### config.mk
export PLATFORM = sky130hd
export DESIGN_NAME = crossing_request_ctrl
export DESIGN_NICKNAME = d
export VERILOG_FILES = /design/src/rtl/crossing_request_ctrl.sv
export SDC_FILE = /design/constraint.sdc
export NUM_CORES = 1
export LEC_CHECK = 0
export ABC_AREA = 1
export CAP_MARGIN = 20
export CELL_PAD_IN_SITES_DETAIL_PLACEMENT = 0
export CELL_PAD_IN_SITES_GLOBAL_PLACEMENT = 1
export CORE_MARGIN = 2
export CORE_UTILIZATION = 36
export CTS_CLUSTER_DIAMETER = 60
export DETAILED_ROUTE_END_ITERATION = 12
export GPL_TIMING_DRIVEN = 0
export PLACE_DENSITY = 0.78
export SYNTH_ARGS = -nofsm -noshare
export SYNTH_HDL_FRONTEND = slang
export SYNTH_SLANG_ARGS = --single-unit
### constraint.sdc
create_clock -name clock -period 2.3 [get_ports clock]
set_input_delay 0.23 -clock clock [delete_from_list [all_inputs] [get_ports clock]]
set_output_delay 0.23 -clock clock [all_outputs]
set_load 0.01 [all_outputs]
### src/rtl/crossing_request_ctrl.sv
// rtl/crossing_request_ctrl.sv - pedestrian request latch and phase-change timer; PED_REQ_EN enables the button path
module crossing_request_ctrl #(
  parameter int unsigned DEBOUNCE_CYCLES = 1000000,
  parameter int unsigned MIN_GREEN       = 5,
  parameter int unsigned GREEN_MAX       = 20,
  parameter int unsigned PED_FLASH       = 10,
  parameter int unsigned YELLOW_TICKS    = 3
) (
  input  logic       clock,
  input  logic       resetn,
  input  logic       tick,
  input  logic       btn1,
  input  logic       btn2,
  input  logic [3:0] state_in,
  output logic       change,
  output logic       req1_pending,
  output logic       req2_pending,
  output logic [7:0] wait_count
);

  typedef enum logic {
    DWELL  = 1'b0,
    CHANGE = 1'b1
  } fsm_t;

  localparam logic [7:0] MIN_GREEN_T = 8'(MIN_GREEN);
  localparam logic [7:0] GREEN_MAX_T = 8'(GREEN_MAX);
  localparam logic [7:0] PED_FLASH_T = 8'(PED_FLASH);
  localparam logic [7:0] YELLOW_T    = 8'(YELLOW_TICKS);

  logic [3:0] state_prev_q, state_prev_d;
  logic [7:0] dwell_q, dwell_d;
  fsm_t       fsm_q, fsm_d;
  logic       change_q, change_d;
  logic       req1_q, req1_d;
  logic       req2_q, req2_d;

  logic       state_changed;
  logic       state_illegal;
  logic       thresh_met;
  logic [7:0] threshold;

`ifdef PED_REQ_EN
  localparam int unsigned DB_W = (DEBOUNCE_CYCLES > 1) ? $clog2(DEBOUNCE_CYCLES) : 1;
  localparam logic [DB_W-1:0] DB_LAST = DB_W'(DEBOUNCE_CYCLES - 1);

  logic [1:0]      btn_raw;
  logic [1:0]      sync0_q, sync0_d;
  logic [1:0]      sync1_q, sync1_d;
  logic [1:0]      level_q, level_d;
  logic [1:0]      rise;
  logic [DB_W-1:0] db_cnt_q [2];
  logic [DB_W-1:0] db_cnt_d [2];

  assign btn_raw = {btn2, btn1};

  // Two-stage synchronizer, then accept a new level only after it has held for the full debounce window
  always_comb begin
    sync0_d = btn_raw;
    sync1_d = sync0_q;
    level_d = level_q;
    rise    = 2'b00;
    for (int i = 0; i < 2; i++) begin
      db_cnt_d[i] = '0;
      if (sync1_q[i] != level_q[i]) begin
        if (db_cnt_q[i] == DB_LAST) begin
          level_d[i] = sync1_q[i];
          rise[i]    = sync1_q[i];
        end else begin
          db_cnt_d[i] = db_cnt_q[i] + DB_W'(1);
        end
      end
    end
  end

  // Synchronizer and debounce state
  always_ff @(posedge clock or negedge resetn) begin
    if (!resetn) begin
      sync0_q <= 2'b00;
      sync1_q <= 2'b00;
      level_q <= 2'b00;
      for (int i = 0; i < 2; i++) begin
        db_cnt_q[i] <= '0;
      end
    end else begin
      sync0_q <= sync0_d;
      sync1_q <= sync1_d;
      level_q <= level_d;
      for (int i = 0; i < 2; i++) begin
        db_cnt_q[i] <= db_cnt_d[i];
      end
    end
  end

  // Latch a press unless its own crossing is already being served; serving the crossing clears it
  always_comb begin
    req1_d = req1_q;
    req2_d = req2_q;
    if (rise[0] && (state_in != 4'd3) && (state_in != 4'd4)) begin
      req1_d = 1'b1;
    end
    if (state_in == 4'd3) begin
      req1_d = 1'b0;
    end
    if (rise[1] && (state_in != 4'd0) && (state_in != 4'd1)) begin
      req2_d = 1'b1;
    end
    if (state_in == 4'd0) begin
      req2_d = 1'b0;
    end
  end
`else
  logic unused_btns;
  assign unused_btns = btn1 ^ btn2;

  // Button path absent: requests never latch, so green always runs to GREEN_MAX
  always_comb begin
    req1_d = 1'b0;
    req2_d = 1'b0;
  end
`endif

  // Dwell threshold for the current light state; unknown states count as already expired
  always_comb begin
    threshold     = 8'd0;
    state_illegal = 1'b0;
    case (state_in)
      4'd0:       threshold = req1_q ? MIN_GREEN_T : GREEN_MAX_T;
      4'd3:       threshold = req2_q ? MIN_GREEN_T : GREEN_MAX_T;
      4'd1, 4'd4: threshold = PED_FLASH_T;
      4'd2, 4'd5: threshold = YELLOW_T;
      default:    state_illegal = 1'b1;
    endcase
  end

  assign state_changed = (state_in != state_prev_q);
  assign thresh_met    = state_illegal || (dwell_q >= threshold);

  // Dwell counter restarts on every light-state change and saturates instead of wrapping
  always_comb begin
    state_prev_d = state_in;
    dwell_d      = dwell_q;
    if (state_changed) begin
      dwell_d = 8'd0;
    end else if (tick && (dwell_q != 8'hFF)) begin
      dwell_d = dwell_q + 8'd1;
    end
  end

  // Change request: raised once the phase has dwelt long enough, held until the light FSM moves
  always_comb begin
    fsm_d    = fsm_q;
    change_d = change_q;
    if (fsm_q == DWELL) begin
      if (state_illegal || (!state_changed && thresh_met)) begin
        fsm_d    = CHANGE;
        change_d = 1'b1;
      end else begin
        change_d = 1'b0;
      end
    end else begin
      if (state_changed) begin
        fsm_d    = DWELL;
        change_d = 1'b0;
      end else begin
        change_d = 1'b1;
      end
    end
  end

  // Core state registers, including the FSM and its registered change output
  always_ff @(posedge clock or negedge resetn) begin
    if (!resetn) begin
      state_prev_q <= 4'd0;
      dwell_q      <= 8'd0;
      fsm_q        <= DWELL;
      change_q     <= 1'b0;
      req1_q       <= 1'b0;
      req2_q       <= 1'b0;
    end else begin
      state_prev_q <= state_prev_d;
      dwell_q      <= dwell_d;
      fsm_q        <= fsm_d;
      change_q     <= change_d;
      req1_q       <= req1_d;
      req2_q       <= req2_d;
    end
  end

  // Ticks left before a change is allowed
  always_comb begin
    wait_count = 8'd0;
    if (dwell_q < threshold) begin
      wait_count = threshold - dwell_q;
    end
  end

  assign change       = change_q;
  assign req1_pending = req1_q;
  assign req2_pending = req2_q;

endmodule
# Yosys cells after proc, flatten, opt, wreduce, memory -nomap -nowiden
# Cells that the tools add are included.
# totals
output_inout_bits,11
inputBits,9
ff_bits,13
ram_bits,0
elab_cells,33
latchBits,0
mem_count,0
rom_bits,0
# op_classes
n_eq_ne,7
mul,0
n_bitwise,0
n_reduce_logical,11
n_div,0
addsub,2
muxes,8
shift,0
n_lt_le_gt_ge,2
# ops
cell,n
two-way mux 8 bit,3
case mux 5 bit (3 select lines),1
"adder 8 x 1 -> 8 bit, second input constant",1
"equality test 4 x 2 -> 1 bit, second input constant",2
"equality test 4 x 3 -> 1 bit, second input constant",2
>= comparator 8 bit,1
< comparator 8 bit,1
"inequality test 8 bit, second input constant",1
subtractor 8 bit,1
OR reduction 2 bit,3
OR reduction 6 bit,1
"equality test 4 x 1 -> 1 bit, second input constant",1
logical NOT 4 bit,1
two-way mux 1 bit,4
inequality test 4 bit,1
logical AND 1 bit,2
logical OR 1 bit,2
nonzero test 2 bit,1
logical NOT 1 bit,1

# Longest topological paths before layout
# depth
word_depth,9
ltp_mapped,15
depth_no_buf,15

# Least setup slack after synthesis
# OpenSTA, ideal clock, no wires.
# synth_path
path_kind,input-to-output
startpoint,in state_in[0]
endpoint,out wait_count[7]
n_path_buf,0
arrival_time_ns,1.643
setup_slack_ns,0.427
path_stages,14
required_ns,2.070
path_cell_list,inv_2 nor2_1 inv_1 o21ai_1 inv_1 ha_1 inv_1 fa_1 nand3_1 nand3_1 nand2_1 nand2_1 nand2_1 a21oi_1
# synth_via
elab_chain_cells,5
elab_cells_between_ends,13
classes_between,add/sub: 1; order compare: 1; eq/ne: 5; mux: 2; reduce/logical: 4
# synth_lines
element,line_no,rtl
start: declaration,14,"input logic [3:0] state_in,"
"equality test 4 x 2 -> 1 bit, or another cell as far along",127,case (state_in)
OR reduction 2 bit (on tied branches),n/a,
case mux 5 bit (3 select lines) (*),127,
subtractor 8 bit or < comparator 8 bit (tied branches),"194, 193",
two-way mux 8 bit (*),193,if (dwell_q < threshold) begin
end: declaration,18,output logic [7:0] wait_count
# Mark *: on every way between the ends. The rest lies on a longest branch, timed or not.

# Worst setup path in the final report
# Ends and elaborated chain as after synthesis.

==> results.txt <==
min-delay worst type: input pin to register
source-to-sink clock delay at the later pin of the worst-skew pair: 0.27 ns
most frequent standard cell in the layout excluding fill and tap cells: sky130_fd_sc_hd__nand2_1
vias in the first global route: 926
switching share of power: 33.1%
register-to-register setup slack: 0.73 ns
Gate power share: 31.2%
CTS sink cnt: 13
FP Rows: 19
clock-pin slew reported for the worst setup and hold paths after clock tree synthesis: 0.08 ns
overall fraction of global-route tracks in use: 14.7%
post-placement worst setup slack: -0.873 ns
depth of the CTS H-tree: 1
detailed route wirelength on metal2: 1.12 mm
number of buffers created by CTS: 3
largest vdd supply drop: 0.247 mV
Yosys cell types: 22
Antenna diodes: 0
startpoint of the worst register-to-register path: dwell_q[0]
transition time at the pin with the least slew margin: 0.607 ns
nature of the critical path endpoint: output port
Synth Warn #: 0
Area Overhead vs Synth: 22.6%
top achievable clock speed: 469 MHz
global-route wire length before repair: 3.91 mm
placeable core region: 0.00281 mm²
final slew viol count: 0
area enclosed by the die boundary: 0.00348 mm²
data required time of the worst path: 2.07 ns
worst hold start: state_in[0]
final count of hold timing violations: 0
largest fanout on the critical path: 6
Initial Utilization: 38.8%
total power per unit cell area: 418 mW/mm²
part of the total power dissipated in the clock network: 25.2%
IO buf count: 14
skew final: 0.000718 ns
wire length on met3: 112 µm
GP Congestion: 0.880
unrepaired setup endpoints after global routing: no
mean instance size in the synthesized netlist: 6.45 µm²
Lkg Pwr: 0.745 nW
MaxCap Viol Count: 0
number of antenna violations at the first check in global routing: 0
setup total negative slack: 0 ns
Data arrival, critical path: 1.90 ns
FF-to-FF path depth: 10
CTS tree: yes
sequential power share: 43.6%
via count of the routed design: 1052
worst slew margin relative to its limit: 59.4%
final routed wire length divided by cell count: 10.3 µm
minimum period implied by the final worst setup slack: 2.13 ns
mean number of vias per cell: 4.70
number of instances in the synthesized netlist: 169
commonest non-fill, non-tap cells in the layout: 46 x sky130_fd_sc_hd__nand2_1, 25 x sky130_fd_sc_hd__inv_1, 18 x sky130_fd_sc_hd__nor2_1
first drt pass iteration count: 4
Net Sw Power: 0.000185 W
IO Count: 20
DP Wirelength: 1.87 mm
final WL: 2.31 mm
Setup CP Type: input pin to output port
CTS hold repair buffers: 0
cell chosen for the clock root: sky130_fd_sc_hd__clkbuf_4
number of nets in the final layout: 210
largest net degree at the start of global routing: 14
Seq/Total Area, Yosys: 29.9%
cell area after synthesis: 0.00109 mm²
count of state elements after synthesis: 13
top routing layer in use: met4
Worst setup SP type: input pin
period utilisation layout: 92.6%
outcome: finished, final reports clean
endpoint of the most critical register-to-register path: change
sum of overflow across all layers after global routing: 0
# setup viols final: 0
Die Span Y: 59.0 µm
sink of the worst hold path: state_prev_q[0]
hold path cells: 1
cell internal power dissipation: 0.000373 W
proportion of layout cells with a drive suffix above 1: 26.4%
final worst setup slack: 0.170 ns
DRC errors left: 0
number of nets with antenna violations after detailed routing: 0
clock tree buffer depth: 2
First DRT Iteration DRCs: 40
M1 wire length: 1.06 mm
die width: 59.0 µm
[registers in the layout, indices dropped and copies added (netlist names)]
register / flops
state_prev_q: 4
change: 1
dwell_q: 8
[synthesized netlist by cell type (all sizes together)]
master   n  share of area, %
a21oi    3               1.7
dfrtp   13                30
ha       6               6.9
xnor2    2               1.6
conb     1              0.34
nand4    4               2.3
inv     32                11
xor2     2               1.6
nand3   16               7.3
nor2    25               9.5
buf      4               3.1
o21ai    3               1.4
nor3     2              0.92
fa       1               1.8
nand3b   2               1.4
a31oi    1              0.57
nand2   52                19
[final cells by class]
class                   instances  area [µm²]
fillers                       290        1470
multi-input cells             122         672
flip-flops and latches         13         327
inverters                      32         120
repair buffers                 18         118
well taps                      31        38.8
plain buffers                   4        33.8
clock buffers                   3        22.5
clock inverters                 1        5.00
[power groups by stage]
stage / clock network (W) / logic (W) / registers (W)
finish: 0.000140 / 0.000174 / 0.000243
global route: 0.000161 / 0.000197 / 0.000245
CTS: 0.000149 / 0.000167 / 0.000243
detailed placement: 0 / 0.000170 / 0.000248
global placement: 0 / 0.000167 / 0.000248
floorplan: 0 / 0.0000999 / 0.000249
[metal layers]
metal,vias up,track usage (%)
met3,2,1.31
met2,22,24.8
met1,465,19.8
li1,563,-
met4,0,4.87
met5,-,0
[timing repair]
action	in CTS	in global routing
setup endpoints to repair	7	7
buffers inserted	2	2
gates resized for setup	43	17
pin swaps	5	7
[worst max path at each step]
stage                startpoint       endpoint  slack, ns  cells past startpoint
floorplan           state_in[0]  wait_count[7]       0.43                     14
global placement    state_in[2]  wait_count[7]      -0.81                     11
detailed placement  state_in[2]  wait_count[7]      -0.87                     11
CTS                 state_in[3]  wait_count[4]      -0.02                     11
global route        state_in[0]  wait_count[7]      0.003                     12
finish              state_in[0]  wait_count[7]       0.17                     12
[logic make-up (layout without fill, tap and decap cells)]
kind of cell / count (synthesis) / in the layout / synth area share (%)
AND/OR/NAND/NOR: 101 / 101 / 40.1
buffers and inverters: 36 / 58 / 14.1
flip-flops: 13 / 13 / 29.9
adder cells (fa/ha/maj): 7 / 7 / 8.73
AO/OA/AOI/OAI: 7 / 7 / 3.67
XOR/XNOR: 4 / 4 / 3.22
other: 1 / 3 / 0.344
[critical path, stage by stage]
cell,delay (ns)
sky130_fd_sc_hd__buf_4,0.13
sky130_fd_sc_hd__inv_2,0.08
sky130_fd_sc_hd__nor2_4,0.04
sky130_fd_sc_hd__buf_4,0.13
sky130_fd_sc_hd__nor3_2,0.23
sky130_fd_sc_hd__ha_1,0.32
sky130_fd_sc_hd__nand2_1,0.10
sky130_fd_sc_hd__nor2_1,0.06
sky130_fd_sc_hd__a21oi_2,0.22
sky130_fd_sc_hd__nand2_4,0.10
sky130_fd_sc_hd__a21oi_2,0.11
sky130_fd_sc_hd__buf_2,0.13
[through the flow]
stage	std cells	hold WS (ns)	power (W)	area, µm²	utilization, %
final	224	0.111	0.000558	1340	47.6
after global routing	224	0.0872	0.000604	1340	47.6
after CTS	222	0.203	0.000559	1320	47.0
after detailed placement	216	0.554	0.000418	1280	45.5
after global placement	216	0.553	0.000415	1280	45.5
after floorplan	171	-0.0656	0.000349	1100	-
No activity file was read; power rests on OpenSTA's default activity.
